<file path="config.mk">
export PLATFORM = sky130hd
export DESIGN_NAME = seq_control
export DESIGN_NICKNAME = d
export VERILOG_FILES = /design/src/rtl/seq_pkg.sv /design/src/rtl/call_stack.sv /design/src/rtl/seq_control.sv
export SDC_FILE = /design/constraint.sdc
export NUM_CORES = 1
export LEC_CHECK = 0
export ABC_AREA = 1
export ABC_CLOCK_PERIOD_IN_PS = 4600
export CAP_MARGIN = 30
export CORE_AREA = 10 10 155 300
export DETAILED_ROUTE_END_ITERATION = 8
export DIE_AREA = 0 0 165 310
export GPL_ROUTABILITY_DRIVEN = 1
export GPL_TIMING_DRIVEN = 1
export PLACE_DENSITY_LB_ADDON = 0.15
export SLEW_MARGIN = 20
export SYNTH_ARGS = -nofsm -noshare
export SYNTH_HDL_FRONTEND = slang
export SYNTH_SLANG_ARGS = --single-unit
export TNS_END_PERCENT = 1
</file>
<file path="constraint.sdc">
create_clock -name clk -period 4.6 [get_ports clk]
set_clock_uncertainty 0.1 [all_clocks]
set_input_delay 0.92 -clock clk [delete_from_list [all_inputs] [get_ports clk]]
set_output_delay 0.92 -clock clk [all_outputs]
set_load 0.05 [all_outputs]
</file>
<file path="src/rtl/seq_pkg.sv">
// seq_pkg: shared opcode/state enumerations and instruction-field constants
// for the sequencer controller (seq_control) and its call stack.
package seq_pkg;

    localparam int OPCODE_MSB   = 15;
    localparam int OPCODE_LSB   = 12;
    localparam int TARGET_WIDTH = 12;

    typedef enum logic [3:0] {
        OP_BRC  = 4'hB,
        OP_RET  = 4'hC,
        OP_CALL = 4'hD,
        OP_JMP  = 4'hE,
        OP_HALT = 4'hF
    } opcode_e;

    typedef enum logic [1:0] {
        IDLE,
        FETCH,
        ISSUE,
        HALT
    } state_e;

    function automatic logic [3:0] get_opcode(input logic [15:0] word);
        return word[OPCODE_MSB:OPCODE_LSB];
    endfunction

endpackage

</file>
<file path="src/rtl/call_stack.sv">
// call_stack: LIFO of return addresses for the sequencer.
//   clk, rst      clock, synchronous active-low reset (clears SP and entries)
//   clr           clears SP only (restart from HALT)
//   push, push_data  write push_data at SP, SP+1 (ignored when full)
//   pop           SP-1 (ignored when empty)
//   sp            current stack pointer, 0..DEPTH
//   top_data      entry at SP-1 (meaningless when empty)
//   full, empty   SP==DEPTH, SP==0
module call_stack #(
    parameter int WIDTH = 12,
    parameter int DEPTH = 32,
    localparam int SP_W = $clog2(DEPTH) + 1
) (
    input  logic             clk,
    input  logic             rst,
    input  logic             clr,
    input  logic             push,
    input  logic [WIDTH-1:0] push_data,
    input  logic             pop,
    output logic [SP_W-1:0]  sp,
    output logic [WIDTH-1:0] top_data,
    output logic             full,
    output logic             empty
);

    logic [WIDTH-1:0] mem_q [DEPTH];
    logic [SP_W-1:0]  sp_q;
    logic [SP_W-1:0]  sp_m1;
    logic [SP_W-2:0]  wr_idx;
    logic [SP_W-2:0]  rd_idx;

    assign sp_m1    = sp_q - SP_W'(1);
    assign wr_idx   = sp_q[SP_W-2:0];
    assign rd_idx   = sp_m1[SP_W-2:0];
    assign full     = (sp_q == SP_W'(DEPTH));
    assign empty    = (sp_q == '0);
    assign sp       = sp_q;
    assign top_data = mem_q[rd_idx];

    always_ff @(posedge clk) begin
        if (!rst) begin
            sp_q <= '0;
            for (int i = 0; i < DEPTH; i++) mem_q[i] <= '0;
        end else if (clr) begin
            sp_q <= '0;
        end else if (push && !full) begin
            mem_q[wr_idx] <= push_data;
            sp_q          <= sp_q + SP_W'(1);
        end else if (pop && !empty) begin
            sp_q <= sp_m1;
        end
    end

endmodule

</file>
<file path="src/rtl/seq_control.sv">
// seq_control: instruction sequencer for NUM_ARRAYS multiprocessor arrays.
// Fetches 16-bit words over a req/valid handshake, owns PC and call stack,
// broadcasts each instruction for one cycle with per-array enables and
// resolves conditional branches from the masked divergence consensus.
//
// Ports:
//   clk, rst                 clock, synchronous active-low reset
//   start                    leave IDLE/HALT, fetch from address 0
//   instr_req/instr_addr     fetch request and address (= PC)
//   instr_valid/instruction  fetch response
//   issue_valid/issued_instruction/execution_enable  one-cycle broadcast
//   array_mask, diverge_consensus                     per-array inputs
//   program_counter, next_program_counter, next_stack_pointer
//   halted, stack_error      HALT state flag, sticky stack fault
//
// Optional build macro SEQ_CONTROL_PERF_EN adds saturating 32-bit counters
// perf_issued (ISSUE cycles) and perf_stall (FETCH cycles without valid).
//
// state | meaning
// IDLE  | after reset, waiting for start
// FETCH | instr_req high until instr_valid, word captured
// ISSUE | one-cycle broadcast, PC/SP update
// HALT  | HALT opcode or stack fault, waiting for start
module seq_control
    import seq_pkg::*;
#(
    parameter int PC_WIDTH    = 12,
    parameter int STACK_DEPTH = 32,
    parameter int NUM_ARRAYS  = 1,
    localparam int SP_WIDTH   = $clog2(STACK_DEPTH) + 1
) (
    input  logic                  clk,
    input  logic                  rst,
    input  logic                  start,
    output logic                  instr_req,
    output logic [PC_WIDTH-1:0]   instr_addr,
    input  logic                  instr_valid,
    input  logic [15:0]           instruction,
    output logic                  issue_valid,
    output logic [15:0]           issued_instruction,
    output logic [NUM_ARRAYS-1:0] execution_enable,
    input  logic [NUM_ARRAYS-1:0] array_mask,
    input  logic [NUM_ARRAYS-1:0] diverge_consensus,
    output logic [PC_WIDTH-1:0]   program_counter,
    output logic [PC_WIDTH-1:0]   next_program_counter,
    output logic [SP_WIDTH-1:0]   next_stack_pointer,
`ifdef SEQ_CONTROL_PERF_EN
    output logic [31:0]           perf_issued,
    output logic [31:0]           perf_stall,
`endif
    output logic                  halted,
    output logic                  stack_error
);

    state_e              state_q, state_d;
    logic [PC_WIDTH-1:0] pc_q, pc_d;
    logic [15:0]         instr_q;
    logic                err_q, err_d;

    logic                stk_push, stk_pop, stk_clr, stk_full, stk_empty;
    logic [SP_WIDTH-1:0] stk_sp;
    logic [PC_WIDTH-1:0] stk_top;

    logic [3:0]          opcode;
    logic [PC_WIDTH-1:0] target;
    logic [PC_WIDTH-1:0] pc_inc;
    logic                consensus;

    assign opcode    = get_opcode(instr_q);
    assign target    = PC_WIDTH'(instr_q[TARGET_WIDTH-1:0]);
    assign pc_inc    = pc_q + PC_WIDTH'(1);
    // Arrays outside the mask never block a branch.
    assign consensus = &(diverge_consensus | ~array_mask);

    call_stack #(
        .WIDTH (PC_WIDTH),
        .DEPTH (STACK_DEPTH)
    ) u_stack (
        .clk       (clk),
        .rst       (rst),
        .clr       (stk_clr),
        .push      (stk_push),
        .push_data (pc_inc),
        .pop       (stk_pop),
        .sp        (stk_sp),
        .top_data  (stk_top),
        .full      (stk_full),
        .empty     (stk_empty)
    );

    always_comb begin
        state_d            = state_q;
        pc_d               = pc_q;
        err_d              = err_q;
        stk_push           = 1'b0;
        stk_pop            = 1'b0;
        stk_clr            = 1'b0;
        next_program_counter = pc_q;
        next_stack_pointer   = stk_sp;

        case (state_q)
            IDLE: begin
                if (start) begin
                    pc_d    = '0;
                    state_d = FETCH;
                end
            end
            FETCH: begin
                if (instr_valid) state_d = ISSUE;
            end
            ISSUE: begin
                state_d = FETCH;
                // HALT and stack faults leave the PC where it is.
                case (opcode)
                    OP_HALT: state_d = HALT;
                    OP_JMP:  next_program_counter = target;
                    OP_CALL: begin
                        if (stk_full) begin
                            err_d   = 1'b1;
                            state_d = HALT;
                        end else begin
                            stk_push             = 1'b1;
                            next_program_counter = target;
                            next_stack_pointer   = stk_sp + SP_WIDTH'(1);
                        end
                    end
                    OP_RET: begin
                        if (stk_empty) begin
                            err_d   = 1'b1;
                            state_d = HALT;
                        end else begin
                            stk_pop              = 1'b1;
                            next_program_counter = stk_top;
                            next_stack_pointer   = stk_sp - SP_WIDTH'(1);
                        end
                    end
                    OP_BRC:  next_program_counter = consensus ? target : pc_inc;
                    default: next_program_counter = pc_inc;
                endcase
                pc_d = next_program_counter;
            end
            HALT: begin
                if (start) begin
                    pc_d    = '0;
                    stk_clr = 1'b1;
                    state_d = FETCH;
                end
            end
            default: state_d = IDLE;
        endcase
    end

    always_ff @(posedge clk) begin
        if (!rst) begin
            state_q <= IDLE;
            pc_q    <= '0;
            instr_q <= '0;
            err_q   <= 1'b0;
        end else begin
            state_q <= state_d;
            pc_q    <= pc_d;
            err_q   <= err_d;
            if (state_q == FETCH && instr_valid) instr_q <= instruction;
        end
    end

    assign instr_req          = (state_q == FETCH);
    assign instr_addr         = pc_q;
    assign issue_valid        = (state_q == ISSUE);
    assign issued_instruction = issue_valid ? instr_q : 16'h0000;
    assign execution_enable   = issue_valid ? array_mask : '0;
    assign program_counter    = pc_q;
    assign halted             = (state_q == HALT);
    assign stack_error        = err_q;

`ifdef SEQ_CONTROL_PERF_EN
    logic [31:0] perf_issued_q, perf_stall_q;

    always_ff @(posedge clk) begin
        if (!rst) begin
            perf_issued_q <= '0;
            perf_stall_q  <= '0;
        end else begin
            if (state_q == ISSUE && perf_issued_q != 32'hFFFF_FFFF)
                perf_issued_q <= perf_issued_q + 32'd1;
            if (state_q == FETCH && !instr_valid && perf_stall_q != 32'hFFFF_FFFF)
                perf_stall_q <= perf_stall_q + 32'd1;
        end
    end

    assign perf_issued = perf_issued_q;
    assign perf_stall  = perf_stall_q;
`endif

endmodule

</file>
==> flow_summary.toml <==
[critical_path]
endpoint = "next_program_counter[3]"
crit_start = "u_stack.sp[1]$_SDFFE_PP0P_"
r2r_end = "u_stack.mem_q[15][3]$_SDFFCE_PN0P_"
cp.required_ps = 3580
reg2reg_setup_slack_ps = 1360
worst-setup-path-type = "reg -> out"
cp-start-kind = "register"
worst-endpoint-arrival_ps = 3480
reg2reg_depth = 6
crit_fanout = 23
endpoint_kind = "primary output"
reg2reg_from = "u_stack.sp[0]$_SDFFE_PP0P_"

[cells_and_area]
final_cells = 2820
regArea_um2 = 12300
syn_to_final_growth_pct = 11.7
antennaDiodeCount = 0
multiInputGateArea_um2 = 7060
layout.nets = 2283
n_fill_cell = 3845
layout-drive-gt1-share = 0.0833

[logic_synthesis]
synth_compound_area_frac = 0.0217
synthAdderAreaFrac = 0.00609
yosys_warnings = 0
syn_nets = 2298
synth-simple-area-share = 0.310
synth.cell_area_um2 = 20500
ys_ff_latch = 421
synth_xor_area_frac = 0.00256
syn_avg_cell_area_um2 = 9.06
syn_inst = 2266
synthMuxAreaShare = 0.000975
ys_types = 37
synth_top_family_by_area = "simple AND/OR/NAND/NOR gates"
yosysSeqAreaShare = 0.598

[clocking]
post-cts-setup-buffer-count = 0
clock_sinks = 421
clockBufferDepth = 3
clock_latency_ps = 550
postCtsHoldBufs = 0
cts.reportedPaths.clkPinSlew_ps = 70
clockRootBuffer = "clkbuf_16"
cts_tree = "built"
cts_buffers = 37
cts.repair.resized = 0
cts_max_level = 2

[timing]
rsz0062_at_grt = "no"
finalSetupViolCount = 0
drv_slew = 0
relSlewSlack = 0.245
fin_setup_tns_ps = 0
hold_viol_final = 0
finalCritPeriodShare = 0.978
period_needed_ps = 4500
tightest_slew_ps = 1130
fmax_mhz = 222

[die]
start_util = 0.493
die_h_um = 310
die_w_um = 165
pin_count = 85
die_area_um2 = 51200
coreArea_um2 = 41600
rows = 106

[route]
wl_per_cell_um = 22.9
drtAntennaViolNets = 0
drtIter0Drc = 1271
drc = 0
routed_wl_um = 64500
drtPass1Iterations = 7
via_per_inst = 5.64
via_count = 15900

[placed_design]
dp_hpwl_um = 43300
gp_congestion = 0.924
dp_cells = 2752
io_buffers = 84

[grt]
grt_use_total = 0.250
gr-total-overflow = 0
antenna_found_initial = 0
grt_pass1_wl_um = 94900
grt_pass1_vias = 15800
grt_max_degree = 196

[worst_hold_path]
hp-class = "reg -> reg"

[outcome]
status = "completed"

[power_and_ir_drop]
peakVddDrop_uv = 456
power_density_nw_per_um2 = 361
power.total_w = 0.00829
leakage_nw = 8.59

[flow_run]
cap_violations = 0
stage by stage:
step	worst slack (ps)	area [µm²]	util	hold slack (ps)
after floorplan	755	20500	-	378
after global placement	498	21700	0.522	366
after detailed placement	508	21700	0.522	395
after CTS	122	22900	0.550	407
after global routing	48.8	22900	0.551	429
final	102	22900	0.551	408
cells in the final DEF (no fill, tap or decap), types with 5 or more instances in the layout:
master	count
ha_1	9
nand2_2	19
buf_4	36
nor3_1	8
o21ai_0	38
nand3_1	384
nand4_1	7
nor2_2	23
xor2_1	5
clkbuf_1	12
nor2_1	433
dfxtp_1	35
edfxtp_1	384
a21oi_1	32
nand2_1	569
clkdlybuf4s50_1	65
clkbuf_16	39
nand2_4	16
clkinv_2	5
inv_1	83
buf_12	21
clkinv_1	6
Yosys cell counts:
library cell  number  area, µm²
clkbuf_1          79        297
buf_2             48        240
o211ai_1           2       15.0
nand3_2            1       10.0
a31oi_1            1       6.26
nand2_1          570       2140
o21ai_0           38        190
a22o_1             2       17.5
o21ai_1            1       5.00
inv_2              5       18.8
a21oi_2            1       8.76
and2_1             3       18.8
nand3_1          384       1920
edfxtp_1         384      11500
ha_1              10        125
nand3b_1           4       30.0
nand2_4           16        180
buf_1             25       93.8
inv_1             84        315
or2_2              1       6.26
nor2_1           433       1630
nand4_1            7       43.8
a21boi_0           1       7.51
dfxtp_1           37        741
buf_6             16        180
a21oi_1           32        160
nor2_2            23        144
a22oi_1            3       22.5
nor2_8             4       80.1
clkinv_2           1       5.00
mux2i_1            2       20.0
buf_4             13       97.6
nor3_1             8       40.0
o22ai_1            2       12.5
xor2_1             6       52.6
nand3_4            1       17.5
nand2_2           18        113
per-layer routing:
layer,global-route usage,share of wire
met5,0,0
met4,0.199,0.088
met3,0.0361,0.061
met2,0.446,0.52
met1,0.251,0.33
power by group:
part	total [W]	leakage (nW)	internal, W	switching (W)
Combinational	0.000732	3.75	0.000188	0.000544
Sequential	0.00440	4.26	0.00432	0.0000811
Clock	0.00316	0.574	0.00175	0.00141
Total	0.00829	8.59	0.00625	0.00204
final cells by class:
cell class / instances / share of cell area
Clock buffer: 52 / 0.0451
Clock inverter: 16 / 0.00682
Multi-Input combinational cell: 1574 / 0.308
Timing Repair Buffer: 127 / 0.0606
Tap cell: 540 / 0.0295
Sequential cell: 421 / 0.535
Inverter: 90 / 0.0152
worst min-delay path by stage:
stage                              from                  endpoint  cells past startpoint
2_1_floorplan   instr_q[0]$_SDFFE_PN0P_   instr_q[0]$_SDFFE_PN0P_                      2
3_3_place_gp   stack_error$_SDFFE_PN0P_  stack_error$_SDFFE_PN0P_                      2
3_5_place_dp   stack_error$_SDFFE_PN0P_  stack_error$_SDFFE_PN0P_                      2
4_1_cts         instr_q[2]$_SDFFE_PN0P_   instr_q[2]$_SDFFE_PN0P_                      2
5_1_grt         instr_q[2]$_SDFFE_PN0P_   instr_q[2]$_SDFFE_PN0P_                      2
6_report        instr_q[2]$_SDFFE_PN0P_   instr_q[2]$_SDFFE_PN0P_                      2
sequential cells by signal (all words and copies together), names as in the netlist:
register       count
u_stack.mem_q    384
u_stack.sp         6
instr_q           16
state_q            2
instr_addr        12
stack_error        1
logic make-up (layout without fill, tap and decap cells):
family          count (synthesis)  in the layout
fa+ha+maj                      10             10
compound gates                 83             83
buf+inv                       271            285
flops                         421            421
mux                             2              2
simple gates                 1473           1473
xor+xnor                        6              6
worst max-delay path, stage by stage (launching register included):
cell	delay [ps]
dfxtp_1	410
inv_1	170
ha_4	480
buf_4	330
nand3_1	220
nand3_1	160
nand3_1	210
nand3_1	310
nand3_1	180
nand2_1	90
o21ai_0	140
buf_12	200
No activity file was read; power rests on OpenSTA's default activity.
